===== src/rtl/dma_pkg.sv =====
// Shared definitions for the DMA dispatcher: register map, identity constant,
// CONTROL bit positions, issue-FSM states and the command/queue-status types.
package dma_pkg;

    localparam int MMIO64_DATA_WIDTH = 64;
    localparam int DMA_ADDR_WIDTH    = 64;
    localparam int XFER_LENGTH_WIDTH = 40;

    // Identity word reported in ID[63:8]
    localparam logic [55:0] DISP_ID = 56'hD1_5BA7_C400_0001;

    // Register byte offsets
    localparam int DISP_REG_ID             = 'h00;
    localparam int DISP_REG_STATUS         = 'h08;
    localparam int DISP_REG_CONTROL        = 'h10;
    localparam int DISP_REG_SRC            = 'h18;
    localparam int DISP_REG_DST            = 'h20;
    localparam int DISP_REG_LEN            = 'h28;
    localparam int DISP_REG_MAGIC_ADDR     = 'h30;
    localparam int DISP_REG_DATABUF_STATUS = 'h38;
    localparam int DISP_REG_CNTRL_STS      = 'h40;
    localparam int DISP_REG_CMD_ISSUED     = 'h48;
    localparam int DISP_REG_DBG_RDVALID    = 'h50;
    localparam int DISP_REG_DBG_BURST      = 'h58;
    localparam int DISP_REG_DBG_DST_WRITE  = 'h60;
    localparam int DISP_REG_DBG_MAGIC      = 'h68;

    // CONTROL register bit positions
    localparam int CTRL_SOFT_RST_BIT = 0;
    localparam int CTRL_IRQ_CLR_BIT  = 1;

    typedef enum logic [1:0] {
        IDLE       = 2'd0,
        WAIT_SPACE = 2'd1,
        ISSUE      = 2'd2
    } disp_fsm_e;

    typedef struct packed {
        logic       full;
        logic       empty;
        logic [7:0] used_slots;
    } cmdq_status_t;

    typedef struct packed {
        logic [DMA_ADDR_WIDTH-1:0]    src_addr;
        logic [DMA_ADDR_WIDTH-1:0]    dst_addr;
        logic [XFER_LENGTH_WIDTH-1:0] xfer_length;
    } dma_cmd_t;

    // Replace only the byte lanes selected by the byte enables
    function automatic logic [63:0] be_merge(input logic [63:0] old_val,
                                             input logic [63:0] new_val,
                                             input logic [7:0]  be);
        logic [63:0] r;
        r = old_val;
        for (int i = 0; i < 8; i++) begin
            if (be[i]) r[i*8 +: 8] = new_val[i*8 +: 8];
        end
        return r;
    endfunction

endpackage


===== src/rtl/dma_ctrl_intf.sv =====
// Link between a dispatcher (disp modport) and its DMA controller (ctrl modport).
interface dma_ctrl_intf;
    import dma_pkg::*;

    dma_cmd_t     cmd;
    logic         new_cmd;
    logic         sclr;
    logic         clear_irq;
    logic [63:0]  host_mem_magicnumber_addr;

    cmdq_status_t cmdq_status;
    logic         busy_rd;
    logic         busy_wr;
    logic         irq;
    logic [31:0]  databuf_status;
    logic [31:0]  cntrl_sts;
    logic [63:0]  src_readdatavalid_counter;
    logic [63:0]  src_burst_cnt_counter;
    logic [63:0]  dst_write_counter;
    logic [31:0]  magic_number_counter;

    modport disp (
        output cmd, new_cmd, sclr, clear_irq, host_mem_magicnumber_addr,
        input  cmdq_status, busy_rd, busy_wr, irq, databuf_status, cntrl_sts,
               src_readdatavalid_counter, src_burst_cnt_counter,
               dst_write_counter, magic_number_counter
    );

    modport ctrl (
        input  cmd, new_cmd, sclr, clear_irq, host_mem_magicnumber_addr,
        output cmdq_status, busy_rd, busy_wr, irq, databuf_status, cntrl_sts,
               src_readdatavalid_counter, src_burst_cnt_counter,
               dst_write_counter, magic_number_counter
    );

endinterface


===== src/rtl/dma_dispatcher_issue_fsm.sv =====
// Command issue engine: latches a command on launch, waits for queue space,
// emits a single-cycle new_cmd and counts issued commands.
module dma_dispatcher_issue_fsm
    import dma_pkg::*;
(
    input  logic                         clk,
    input  logic                         reset_n,
    input  logic                         soft_rst_i,
    input  logic                         launch_i,
    input  logic [DMA_ADDR_WIDTH-1:0]    src_i,
    input  logic [DMA_ADDR_WIDTH-1:0]    dst_i,
    input  logic [XFER_LENGTH_WIDTH-1:0] len_i,
    input  logic                         cmdq_full_i,
    output dma_cmd_t                     cmd_o,
    output logic                         new_cmd_o,
    output disp_fsm_e                    state_o,
    output logic [63:0]                  cmd_issued_o
);

    disp_fsm_e   state_q, state_d;
    logic        full_q;
    dma_cmd_t    cmd_q;
    logic [63:0] issued_q;

    // State register plus registered copy of the queue-full flag
    always_ff @(posedge clk) begin
        if (!reset_n) begin
            state_q <= IDLE;
            full_q  <= 1'b0;
        end else begin
            state_q <= state_d;
            full_q  <= cmdq_full_i;
        end
    end

    // Next-state logic; soft reset abandons any pending command
    always_comb begin
        state_d = state_q;
        if (soft_rst_i) begin
            state_d = IDLE;
        end else begin
            case (state_q)
                IDLE:       if (launch_i) state_d = WAIT_SPACE;
                WAIT_SPACE: if (!full_q)  state_d = ISSUE;
                ISSUE:      state_d = IDLE;
                default:    state_d = IDLE;
            endcase
        end
    end

    // Output logic: a soft reset in the ISSUE cycle suppresses the pulse
    always_comb begin
        new_cmd_o = (state_q == ISSUE) && !soft_rst_i;
    end

    // Command latch and issued-command counter (wraps naturally at 2^64)
    always_ff @(posedge clk) begin
        if (!reset_n) begin
            cmd_q    <= '0;
            issued_q <= '0;
        end else begin
            if (launch_i && state_q == IDLE) cmd_q <= '{src_i, dst_i, len_i};
            if (soft_rst_i)     issued_q <= '0;
            else if (new_cmd_o) issued_q <= issued_q + 64'd1;
        end
    end

    assign cmd_o        = cmd_q;
    assign state_o      = state_q;
    assign cmd_issued_o = issued_q;

endmodule


===== src/rtl/dma_dispatcher_csr.sv =====
// 64-bit MMIO register block driving one DMA controller's command interface.
// Optional debug-counter readback at 0x50-0x68 is built when
// DMA_DISPATCHER_DEBUG_COUNTERS_EN is defined.
module dma_dispatcher_csr
    import dma_pkg::*;
#(
    parameter int    MMIO_ADDR_WIDTH = 7,
    parameter int    SCLR_CYCLES     = 16,
    parameter string DMA_DIR         = "NULL"
) (
    input  logic                       clk,
    input  logic                       reset_n,
    input  logic [MMIO_ADDR_WIDTH-1:0] mmio_address,
    input  logic                       mmio_write,
    input  logic [63:0]                mmio_writedata,
    input  logic [7:0]                 mmio_byteenable,
    input  logic                       mmio_read,
    output logic [63:0]                mmio_readdata,
    output logic                       mmio_readdatavalid,
    output logic                       mmio_waitrequest,
    dma_ctrl_intf.disp                 ctrl
);

    localparam logic [1:0] DIR_CODE = (DMA_DIR == "H2F") ? 2'd1 :
                                      (DMA_DIR == "F2H") ? 2'd2 : 2'd0;
    localparam int SCLR_CNT_W = $clog2(SCLR_CYCLES + 1);

    int          reg_off;
    logic        unused_addr_lsb;
    logic        sel_src, sel_dst, sel_len, sel_magic, sel_ctrl;
    logic        fsm_busy;
    logic        wr_src, wr_dst, wr_len, wr_magic;
    logic        soft_rst, irq_clr;
    logic [63:0] src_q, src_d, dst_q, dst_d, len_q, len_d, magic_q, magic_d;
    logic [63:0] rdata_q, rdata_d;
    logic        rvalid_q;
    logic        clear_irq_q;
    logic [SCLR_CNT_W-1:0] sclr_cnt_q, sclr_cnt_d;
    disp_fsm_e   fsm_state;
    dma_cmd_t    cmd;
    logic        new_cmd;
    logic [63:0] cmd_issued;

    // Word-aligned decode; the low three address bits never select anything
    assign reg_off         = int'({mmio_address[MMIO_ADDR_WIDTH-1:3], 3'b000});
    assign unused_addr_lsb = ^mmio_address[2:0];

    assign sel_src   = (reg_off == DISP_REG_SRC);
    assign sel_dst   = (reg_off == DISP_REG_DST);
    assign sel_len   = (reg_off == DISP_REG_LEN);
    assign sel_magic = (reg_off == DISP_REG_MAGIC_ADDR);
    assign sel_ctrl  = (reg_off == DISP_REG_CONTROL);

    // Only command-forming registers are held off while a launch is in flight
    assign fsm_busy         = (fsm_state != IDLE);
    assign mmio_waitrequest = mmio_write && (sel_src || sel_dst || sel_len) && fsm_busy;

    assign wr_src   = mmio_write && sel_src && !fsm_busy;
    assign wr_dst   = mmio_write && sel_dst && !fsm_busy;
    assign wr_len   = mmio_write && sel_len && !fsm_busy;
    assign wr_magic = mmio_write && sel_magic;
    assign soft_rst = mmio_write && sel_ctrl && mmio_byteenable[0] &&
                      mmio_writedata[CTRL_SOFT_RST_BIT];
    assign irq_clr  = mmio_write && sel_ctrl && mmio_byteenable[0] &&
                      mmio_writedata[CTRL_IRQ_CLR_BIT];

    // Byte-enable merge for the read/write registers
    always_comb begin
        src_d   = src_q;
        dst_d   = dst_q;
        len_d   = len_q;
        magic_d = magic_q;
        if (wr_src)   src_d   = be_merge(src_q,   mmio_writedata, mmio_byteenable);
        if (wr_dst)   dst_d   = be_merge(dst_q,   mmio_writedata, mmio_byteenable);
        if (wr_len)   len_d   = be_merge(len_q,   mmio_writedata, mmio_byteenable);
        if (wr_magic) magic_d = be_merge(magic_q, mmio_writedata, mmio_byteenable);
    end

    // Register storage; soft reset deliberately leaves these untouched
    always_ff @(posedge clk) begin
        if (!reset_n) begin
            src_q   <= '0;
            dst_q   <= '0;
            len_q   <= '0;
            magic_q <= '0;
        end else begin
            src_q   <= src_d;
            dst_q   <= dst_d;
            len_q   <= len_d;
            magic_q <= magic_d;
        end
    end

    // sclr stretch counter: reloaded by reset or soft reset, counts down to zero
    always_comb begin
        sclr_cnt_d = sclr_cnt_q;
        if (soft_rst)                sclr_cnt_d = SCLR_CNT_W'(SCLR_CYCLES);
        else if (sclr_cnt_q != '0)   sclr_cnt_d = sclr_cnt_q - SCLR_CNT_W'(1);
    end

    // sclr counter and irq-clear pulse registers
    always_ff @(posedge clk) begin
        if (!reset_n) begin
            sclr_cnt_q  <= SCLR_CNT_W'(SCLR_CYCLES);
            clear_irq_q <= 1'b0;
        end else begin
            sclr_cnt_q  <= sclr_cnt_d;
            clear_irq_q <= irq_clr;
        end
    end

    dma_dispatcher_issue_fsm u_issue_fsm (
        .clk          (clk),
        .reset_n      (reset_n),
        .soft_rst_i   (soft_rst),
        .launch_i     (wr_len),
        .src_i        (src_q),
        .dst_i        (dst_q),
        .len_i        (len_d[XFER_LENGTH_WIDTH-1:0]),
        .cmdq_full_i  (ctrl.cmdq_status.full),
        .cmd_o        (cmd),
        .new_cmd_o    (new_cmd),
        .state_o      (fsm_state),
        .cmd_issued_o (cmd_issued)
    );

`ifdef DMA_DISPATCHER_DEBUG_COUNTERS_EN
    logic [63:0] dbg_rdvalid_q, dbg_burst_q, dbg_dst_write_q;
    logic [31:0] dbg_magic_q;

    // Retime controller debug counters before they reach the read mux
    always_ff @(posedge clk) begin
        if (!reset_n) begin
            dbg_rdvalid_q   <= '0;
            dbg_burst_q     <= '0;
            dbg_dst_write_q <= '0;
            dbg_magic_q     <= '0;
        end else begin
            dbg_rdvalid_q   <= ctrl.src_readdatavalid_counter;
            dbg_burst_q     <= ctrl.src_burst_cnt_counter;
            dbg_dst_write_q <= ctrl.dst_write_counter;
            dbg_magic_q     <= ctrl.magic_number_counter;
        end
    end
`else
    logic unused_dbg;
    assign unused_dbg = ^{ctrl.src_readdatavalid_counter, ctrl.src_burst_cnt_counter,
                          ctrl.dst_write_counter, ctrl.magic_number_counter};
`endif

    // Read mux; unmapped and write-only offsets return zero
    always_comb begin
        rdata_d = '0;
        case (reg_off)
            DISP_REG_ID:             rdata_d = {DISP_ID, 6'd0, DIR_CODE};
            DISP_REG_STATUS:         rdata_d = {49'd0, ctrl.irq, ctrl.busy_wr, ctrl.busy_rd,
                                                fsm_state, ctrl.cmdq_status};
            DISP_REG_SRC:            rdata_d = src_q;
            DISP_REG_DST:            rdata_d = dst_q;
            DISP_REG_LEN:            rdata_d = len_q;
            DISP_REG_MAGIC_ADDR:     rdata_d = magic_q;
            DISP_REG_DATABUF_STATUS: rdata_d = {32'd0, ctrl.databuf_status};
            DISP_REG_CNTRL_STS:      rdata_d = {32'd0, ctrl.cntrl_sts};
            DISP_REG_CMD_ISSUED:     rdata_d = cmd_issued;
`ifdef DMA_DISPATCHER_DEBUG_COUNTERS_EN
            DISP_REG_DBG_RDVALID:    rdata_d = dbg_rdvalid_q;
            DISP_REG_DBG_BURST:      rdata_d = dbg_burst_q;
            DISP_REG_DBG_DST_WRITE:  rdata_d = dbg_dst_write_q;
            DISP_REG_DBG_MAGIC:      rdata_d = {32'd0, dbg_magic_q};
`endif
            default:                 rdata_d = '0;
        endcase
    end

    // One-cycle read response; data holds between reads
    always_ff @(posedge clk) begin
        if (!reset_n) begin
            rdata_q  <= '0;
            rvalid_q <= 1'b0;
        end else begin
            rvalid_q <= mmio_read;
            if (mmio_read) rdata_q <= rdata_d;
        end
    end

    assign mmio_readdata      = rdata_q;
    assign mmio_readdatavalid = rvalid_q;

    assign ctrl.cmd                       = cmd;
    assign ctrl.new_cmd                   = new_cmd;
    assign ctrl.sclr                      = (sclr_cnt_q != '0) || !reset_n;
    assign ctrl.clear_irq                 = clear_irq_q;
    assign ctrl.host_mem_magicnumber_addr = magic_q;

endmodule


===== src/flat_wrapper.sv =====
// flat-port wrapper written by rule: the top's interface ports become plain ports
module dma_dispatcher_csr_flat import dma_pkg::*;
#(
    parameter int    MMIO_ADDR_WIDTH = 7,
    parameter int    SCLR_CYCLES     = 16,
    parameter string DMA_DIR         = "    "
)
  (clk, reset_n, mmio_address, mmio_write, mmio_writedata, mmio_byteenable, mmio_read, mmio_readdata, mmio_readdatavalid, mmio_waitrequest, ctrl_cmd, ctrl_new_cmd, ctrl_sclr, ctrl_clear_irq, ctrl_host_mem_magicnumber_addr, ctrl_cmdq_status, ctrl_busy_rd, ctrl_busy_wr, ctrl_irq, ctrl_databuf_status, ctrl_cntrl_sts, ctrl_src_readdatavalid_counter, ctrl_src_burst_cnt_counter, ctrl_dst_write_counter, ctrl_magic_number_counter);
  dma_ctrl_intf ctrl_i ();
  input  logic clk;
  input  logic reset_n;
  input  logic [MMIO_ADDR_WIDTH-1:0] mmio_address;
  input  logic mmio_write;
  input  logic [63:0] mmio_writedata;
  input  logic [7:0] mmio_byteenable;
  input  logic mmio_read;
  output logic [63:0] mmio_readdata;
  output logic mmio_readdatavalid;
  output logic mmio_waitrequest;
  output wire logic [$bits(ctrl_i.cmd)-1:0] ctrl_cmd;
  output wire logic [$bits(ctrl_i.new_cmd)-1:0] ctrl_new_cmd;
  output wire logic [$bits(ctrl_i.sclr)-1:0] ctrl_sclr;
  output wire logic [$bits(ctrl_i.clear_irq)-1:0] ctrl_clear_irq;
  output wire logic [$bits(ctrl_i.host_mem_magicnumber_addr)-1:0] ctrl_host_mem_magicnumber_addr;
  input wire logic [$bits(ctrl_i.cmdq_status)-1:0] ctrl_cmdq_status;
  input wire logic [$bits(ctrl_i.busy_rd)-1:0] ctrl_busy_rd;
  input wire logic [$bits(ctrl_i.busy_wr)-1:0] ctrl_busy_wr;
  input wire logic [$bits(ctrl_i.irq)-1:0] ctrl_irq;
  input wire logic [$bits(ctrl_i.databuf_status)-1:0] ctrl_databuf_status;
  input wire logic [$bits(ctrl_i.cntrl_sts)-1:0] ctrl_cntrl_sts;
  input wire logic [$bits(ctrl_i.src_readdatavalid_counter)-1:0] ctrl_src_readdatavalid_counter;
  input wire logic [$bits(ctrl_i.src_burst_cnt_counter)-1:0] ctrl_src_burst_cnt_counter;
  input wire logic [$bits(ctrl_i.dst_write_counter)-1:0] ctrl_dst_write_counter;
  input wire logic [$bits(ctrl_i.magic_number_counter)-1:0] ctrl_magic_number_counter;
  assign ctrl_cmd = ctrl_i.cmd;
  assign ctrl_new_cmd = ctrl_i.new_cmd;
  assign ctrl_sclr = ctrl_i.sclr;
  assign ctrl_clear_irq = ctrl_i.clear_irq;
  assign ctrl_host_mem_magicnumber_addr = ctrl_i.host_mem_magicnumber_addr;
  assign ctrl_i.cmdq_status = ctrl_cmdq_status;
  assign ctrl_i.busy_rd = ctrl_busy_rd;
  assign ctrl_i.busy_wr = ctrl_busy_wr;
  assign ctrl_i.irq = ctrl_irq;
  assign ctrl_i.databuf_status = ctrl_databuf_status;
  assign ctrl_i.cntrl_sts = ctrl_cntrl_sts;
  assign ctrl_i.src_readdatavalid_counter = ctrl_src_readdatavalid_counter;
  assign ctrl_i.src_burst_cnt_counter = ctrl_src_burst_cnt_counter;
  assign ctrl_i.dst_write_counter = ctrl_dst_write_counter;
  assign ctrl_i.magic_number_counter = ctrl_magic_number_counter;
  dma_dispatcher_csr #(.MMIO_ADDR_WIDTH(MMIO_ADDR_WIDTH), .SCLR_CYCLES(SCLR_CYCLES), .DMA_DIR(DMA_DIR)) u_core (.clk(clk), .reset_n(reset_n), .mmio_address(mmio_address), .mmio_write(mmio_write), .mmio_writedata(mmio_writedata), .mmio_byteenable(mmio_byteenable), .mmio_read(mmio_read), .mmio_readdata(mmio_readdata), .mmio_readdatavalid(mmio_readdatavalid), .mmio_waitrequest(mmio_waitrequest), .ctrl(ctrl_i));
endmodule

===== config.mk =====
export PLATFORM = sky130hd
export DESIGN_NAME = dma_dispatcher_csr_flat
export DESIGN_NICKNAME = d
export VERILOG_FILES = /design/src/rtl/dma_pkg.sv /design/src/rtl/dma_ctrl_intf.sv /design/src/rtl/dma_dispatcher_issue_fsm.sv /design/src/rtl/dma_dispatcher_csr.sv /design/src/flat_wrapper.sv
export SDC_FILE = /design/constraint.sdc
export NUM_CORES = 1
export LEC_CHECK = 0
export ABC_AREA = 1
export BUFFER_PORTS_ARGS = -buffer_cell sky130_fd_sc_hd__buf_2
export CAP_MARGIN = 20
export CORE_MARGIN = 5
export CORE_UTILIZATION = 30
export DETAILED_ROUTE_END_ITERATION = 10
export GPL_TIMING_DRIVEN = 0
export PLACE_DENSITY = 0.56
export SYNTH_ARGS = -nofsm -noshare
export SYNTH_HDL_FRONTEND = slang
export SYNTH_SLANG_ARGS = --single-unit

===== constraint.sdc =====
create_clock -name clk -period 3.6 [get_ports clk]
set_clock_uncertainty 0.2 [all_clocks]
set_input_delay 0.54 -clock clk [delete_from_list [all_inputs] [get_ports clk]]
set_output_delay 0.54 -clock clk [all_outputs]
set_load 0.005 [all_outputs]

==> impl_metrics.env, run 1 <==
export IMPL_pwr_share_clk_pct=49.1
export IMPL_track_usage_pct=28.7
export IMPL_tightest_slew_ns=1.28
export IMPL_hold_path_class="in -> reg"
export IMPL_ys_dominant_reg_cell="dfxtp_1"
export IMPL_clock_sinks=562
export IMPL_synth_adder_area_share_pct=0.155
export IMPL_swShare_pct=25.8
export IMPL_syn_avg_cell_area_sq_um=6.88
export IMPL_wire_per_inst_um=25.3
export IMPL_fin_util_pct=37.7
export IMPL_holdWs_ns=0.0333
export IMPL_synthArstFlopShare_pct=0
export IMPL_cp_arrival_ns=2.75
export IMPL_grt_max_degree=14
export IMPL_finalMaxSlewViolations=0
export IMPL_timing_fmax_mhz=287
export IMPL_yosys_mux_area_fraction_pct=0
export IMPL_area_delta_synth_final_pct=24.9
export IMPL_syn_inst=3524
export IMPL_crit_required_ns=2.86
export IMPL_startpoint="mmio_address[5]"
export IMPL_antenna_left=0
export IMPL_slew_headroom_pct=14.8
export IMPL_hold_viol_final=0
export IMPL_rsz0062_at_grt="false"
export IMPL_maxCapViolCount=0
export IMPL_drt_vias_per_instance=5.21
export IMPL_synth_seq_area_share_pct=46.4
export IMPL_cts_root_buf="clkbuf_16"
export IMPL_cts_tree="done"
export IMPL_synth_seq_cells=562
export IMPL_clockBufferDepth=3
export IMPL_die_width_um=294
export IMPL_first_global_vias=25500
export IMPL_timing_final_crit_share_pct=96.8
export IMPL_synth_edff_count=0
export IMPL_mostFrequentLayoutCells="nand2_1, nor2_1, dfxtp_1"
export IMPL_status="finished clean"
export IMPL_rows=104
export IMPL_rr_startpoint="u_core.u_issue_fsm.state_o[0]"
export IMPL_p_switching_mw=3.80
export IMPL_die_area_sq_um=86600
export IMPL_portBuffers=450
export IMPL_final_min_clock_period_ns=3.49
export IMPL_startpoint_type="input pin"
export IMPL_gp_congestion=1.01
export IMPL_cts_buffers=66
export IMPL_overflow=0
export IMPL_cts_repair_resized=0
export IMPL_ctsHtreeMaxLevel=3
export IMPL_layout_cells_non_filler=5173
export IMPL_finalSetupViolCount=0
export IMPL_cp_end_kind="output port"
export IMPL_power_mw=14.7
export IMPL_synth_compound_area_share_pct=18.9
export IMPL_drtIter0Drc=2735
export IMPL_cp_max_fo=10
export IMPL_start_util_pct=30.2
export IMPL_p_int_mw=10.9
export IMPL_antenna_found_initial=22
export IMPL_final_nets=4437
export IMPL_detail_route_wirelength_um=131000
export IMPL_worstSetupPathType="in -> out"
export IMPL_power_density_nw_per_um2=486
export IMPL_worst_skew_pair_late_latency_ns=0.63
export IMPL_place_hpwl_um=102000
export IMPL_core_area_sq_um=80300
export IMPL_vias=27000
export IMPL_synth_top_family_by_area="simple AND/OR/NAND/NOR gates"
export IMPL_min_from="mmio_writedata[8]"
export IMPL_fillers=8794
export IMPL_final_common_cell="nand2_1"
export IMPL_netlist_area_sq_um=24200
export IMPL_syn_num_nets=3911
export IMPL_cts_hold_buf=1
export IMPL_combPwrFrac_pct=7.5
export IMPL_drc_errors=0
export IMPL_die_h_um=294
export IMPL_max_vdd_ir_drop_uv=336
export IMPL_pin_count=685
export IMPL_setup_tns_ns=0
export IMPL_synth_xor_area_share_pct=0.325
export IMPL_post_cts_buffers=0
export IMPL_ys_types=39
export IMPL_clkSlewWorstSetupHoldPaths_ns=0.07
export IMPL_p_leak_nw=12.6
export IMPL_drive_above_1_share_pct=16.6
export IMPL_synth_simple_area_share_pct=26.2
export IMPL_drtPass1Iterations=6
export IMPL_pwr_share_seq_pct=43.4
export IMPL_yosys_warnings=0
export IMPL_grt_pass1_wl_um=182000
export IMPL_dp_cells=5039
[critical path: stages]
cell and delay (ns):
buf_2 0.14, inv_2 0.08, nor2_8 0.25, nand2_2 0.24, buf_1 0.58, a311oi_1 0.68, buf_2 0.23
[synth_stat cells (4+ instances only)]
cell type,count,area (sq um)
buf_1,13,48.8
nor3_1,15,75.1
xor2_1,8,70.1
o21ai_0,473,2370
nor2_1,583,2190
nor2_4,7,78.8
nor2_2,9,56.3
nand2_1,730,2740
a21oi_1,338,1690
nand4_1,25,156
o21ai_1,29,145
dfxtp_1,562,11300
o211ai_1,14,105
nand2_2,5,31.3
and3_1,4,25.0
buf_4,6,45.0
clkbuf_1,103,387
buf_2,72,360
nand3_1,175,876
inv_1,288,1080
inv_2,7,26.3
o22ai_1,29,181
[flip-flops by register name, indices dropped and copies added, names as in the netlist]
signal                                 cells
u_core.len_q                              64
u_core.ctrl.clear_irq                      1
u_core.u_issue_fsm.full_q                  1
u_core.mmio_readdatavalid                  1
u_core.dst_q                              64
u_core.sclr_cnt_q                          5
u_core.src_q                              64
u_core.ctrl.host_mem_magicnumber_addr     64
u_core.u_issue_fsm.cmd_o                 168
u_core.mmio_readdata                      64
u_core.u_issue_fsm.cmd_issued_o           64
u_core.u_issue_fsm.state_o                 2
[metal layers]
| layer | track usage [%] | wire length, um | up-vias | share of wire [%] |
|---|---|---|---|---|
| li1 | - | - | 12500 | - |
| met1 | 39.0 | 56300 | 12800 | 43 |
| met2 | 43.5 | 56000 | 1420 | 43 |
| met3 | 7.63 | 12700 | 251 | 9.7 |
| met4 | 11.4 | 5620 | 14 | 4.3 |
| met5 | 0 | 107 | - | 0.082 |
[stage by stage]
stage	instance area [sq um]	worst slack, ns
global route	30300	0.121
global placement	27800	-0.235
floorplan	24200	1.50
detailed placement	27900	0.189
CTS	30200	0.194
finish	30300	0.113
[final timing paths]
check                                  end  slack (ns)  cells past startpoint
max                       mmio_waitrequest        0.11                      7
min                        u_core.src_q[8]        0.03                      3
max reg2reg               u_core.src_q[61]        0.54                      7
min reg2reg  u_core.u_issue_fsm.state_o[1]        0.23                      1
[power groups by stage]
stage / clock network, mW / registers, mW / logic [mW]
2_1_floorplan: 0 / 6.52 / 0.473
3_3_place_gp: 0 / 6.53 / 1.05
3_5_place_dp: 0 / 6.53 / 1.06
4_1_cts: 7.26 / 6.39 / 1.07
5_1_grt: 7.52 / 6.40 / 1.16
6_report: 7.23 / 6.39 / 1.10
[cells by family after synthesis]
kind of cell	Yosys count
and+or+nand+nor	1566
AOI/OAI and AO/OA	893
DFF	562
buffers and inverters	491
xor gates and xnor gates	9
adders and majority gates	3
[cell type report]
class / instances / area [sq um] / area share [%]
clock inverter: 24 / 333 / 1.10
sequential: 562 / 11300 / 37.1
timing repair buffer: 458 / 2370 / 7.82
tap: 1060 / 1330 / 4.38
antenna: 10 / 25.0 / 0.0826
multi-input combinational: 2471 / 11000 / 36.4
inverter: 296 / 1110 / 3.67
clock buffer: 97 / 1990 / 6.57
buffer: 195 / 853 / 2.82
Note: power is estimated with default switching activity, not from simulation.
==> run 2, diff against run 1 <==
==> constraint.sdc (replaced) <==
create_clock -name clk -period 4.3 [get_ports clk]
set_clock_uncertainty 0.2 [all_clocks]
set_input_delay 0.645 -clock clk [delete_from_list [all_inputs] [get_ports clk]]
set_output_delay 0.645 -clock clk [all_outputs]
set_load 0.005 [all_outputs]
==> impl_metrics.env, run 2 (synthesis gave the netlist of run 1 again) <==
export IMPL_final_nets=4436
export IMPL_post_cts_buffers=0
export IMPL_timing_fmax_mhz=269
export IMPL_fin_util_pct=37.7
export IMPL_die_width_um=294
export IMPL_drt_vias_per_instance=5.19
export IMPL_p_leak_nw=12.6
export IMPL_worstSetupPathType="in -> out"
export IMPL_tightest_slew_ns=1.26
export IMPL_start_util_pct=30.2
export IMPL_area_delta_synth_final_pct=24.9
export IMPL_combPwrFrac_pct=7.5
export IMPL_final_min_clock_period_ns=3.72
export IMPL_p_int_mw=9.14
export IMPL_met1_usage_pct=39.0
export IMPL_cts_hold_buf=0
export IMPL_die_h_um=294
export IMPL_first_global_vias=25500
export IMPL_vias=26900
export IMPL_grtUsageMet2_pct=43.5
export IMPL_cp_max_fo=10
export IMPL_hold_viol_final=0
export IMPL_antenna_left=0
export IMPL_drive_above_1_share_pct=16.6
export IMPL_swShare_pct=25.9
export IMPL_setup_tns_ns=0
export IMPL_slew_headroom_pct=15.8
export IMPL_grt_busiest_layer="met2"
export IMPL_gp_congestion=1.01
export IMPL_detail_route_wirelength_um=131000
export IMPL_dp_cells=5039
export IMPL_pwr_share_clk_pct=49.1
export IMPL_place_hpwl_um=102000
export IMPL_layout_cells_non_filler=5170
export IMPL_pin_count=685
export IMPL_maxCapViolCount=0
export IMPL_power_density_nw_per_um2=408
export IMPL_drtIter0Drc=2654
export IMPL_cp_arrival_ns=2.87
export IMPL_drtPass1Iterations=6
export IMPL_drc_errors=0
export IMPL_cp_end_kind="output port"
export IMPL_hold_path_class="in -> reg"
export IMPL_pre_cts_slack_ns=0.679
export IMPL_pwr_share_seq_pct=43.4
export IMPL_timing_final_crit_share_pct=86.4
export IMPL_place_area_sq_um=27900
export IMPL_overflow=0
export IMPL_clkSlewWorstSetupHoldPaths_ns=0.06
export IMPL_finalSetupViolCount=0
export IMPL_crit_required_ns=3.45
export IMPL_die_area_sq_um=86600
export IMPL_max_vdd_ir_drop_uv=282
export IMPL_ctsHtreeMaxLevel=3
export IMPL_grt_max_degree=14
export IMPL_cts_repair_resized=0
export IMPL_status="finished clean"
export IMPL_final_common_cell="nand2_1"
export IMPL_cts_buffers=66
export IMPL_cts_tree="done"
export IMPL_wire_per_inst_um=25.3
export IMPL_grtUsageMet3_pct=7.63
export IMPL_rsz0062_at_grt="false"
export IMPL_mostFrequentLayoutCells="nand2_1, nor2_1, dfxtp_1"
export IMPL_cts_root_buf="clkbuf_16"
export IMPL_track_usage_pct=28.7
export IMPL_worst_skew_pair_late_latency_ns=0.63
export IMPL_p_switching_mw=3.19
export IMPL_core_area_sq_um=80300
export IMPL_antenna_found_initial=22
export IMPL_stdcell_area_sq_um=30300
export IMPL_largest_reg_flops=168
export IMPL_clock_sinks=562
export IMPL_portBuffers=450
export IMPL_clockBufferDepth=3
export IMPL_finalMaxSlewViolations=0
export IMPL_timing_final_ws_setup_ns=0.585
export IMPL_grt_pass1_wl_um=182000
export IMPL_startpoint_type="input pin"
export IMPL_rows=104
==> run 2: area by class of cell <==
type,count,area (sq um)
inverters,296,1110
clock inverters,24,333
fillers,8794,50000
flip-flops and latches,562,11300
repair buffers,457,2360
multi-input cells,2471,11000
clock buffers,97,1990
diodes,8,20.0
well taps,1060,1330
plain buffers,195,853
==> run 2: path summary, 6_finish.rpt <==
kind                                      start                             to  slack (ns)  cells after the start
setup / recovery                mmio_address[5]               mmio_waitrequest        0.58                      7
hold reg to reg       u_core.u_issue_fsm.full_q  u_core.u_issue_fsm.state_o[1]        0.24                      1
hold / removal              ctrl_cmdq_status[9]      u_core.u_issue_fsm.full_q        0.08                      3
setup reg to reg  u_core.u_issue_fsm.state_o[0]               u_core.src_q[61]        1.23                      7
==> run 2: stage by stage <==
stage	total power, mW	hold slack [ns]
floorplan	5.85	0.199
global placement	6.34	0.213
detailed placement	6.35	0.211
CTS	12.3	0.0628
global route	12.6	0.110
finish	12.3	0.0763
==> run 2: worst max-delay path, cell delays in order <==
cell and delay [ns]:
buf_2 0.14, inv_2 0.08, nor2_8 0.25, nand2_2 0.24
buf_1 0.58, a311oi_1 0.69, buf_2 0.23
==> run 2: power groups by stage <==
stage / clock, mW / sequential [mW] / combinational, mW
after floorplan: 0 / 5.45 / 0.396
after global placement: 0 / 5.47 / 0.878
after detailed placement: 0 / 5.47 / 0.889
after CTS: 6.07 / 5.35 / 0.893
after global routing: 6.29 / 5.36 / 0.972
final: 6.06 / 5.35 / 0.921
==> run 2: routing by layer <==
layer / share of wire [%] / up-vias
met5: 0.075 / -
met4: 4.5 / 14
met3: 10 / 260
met2: 43 / 1372
met1: 43 / 12700
li1: - / 12500
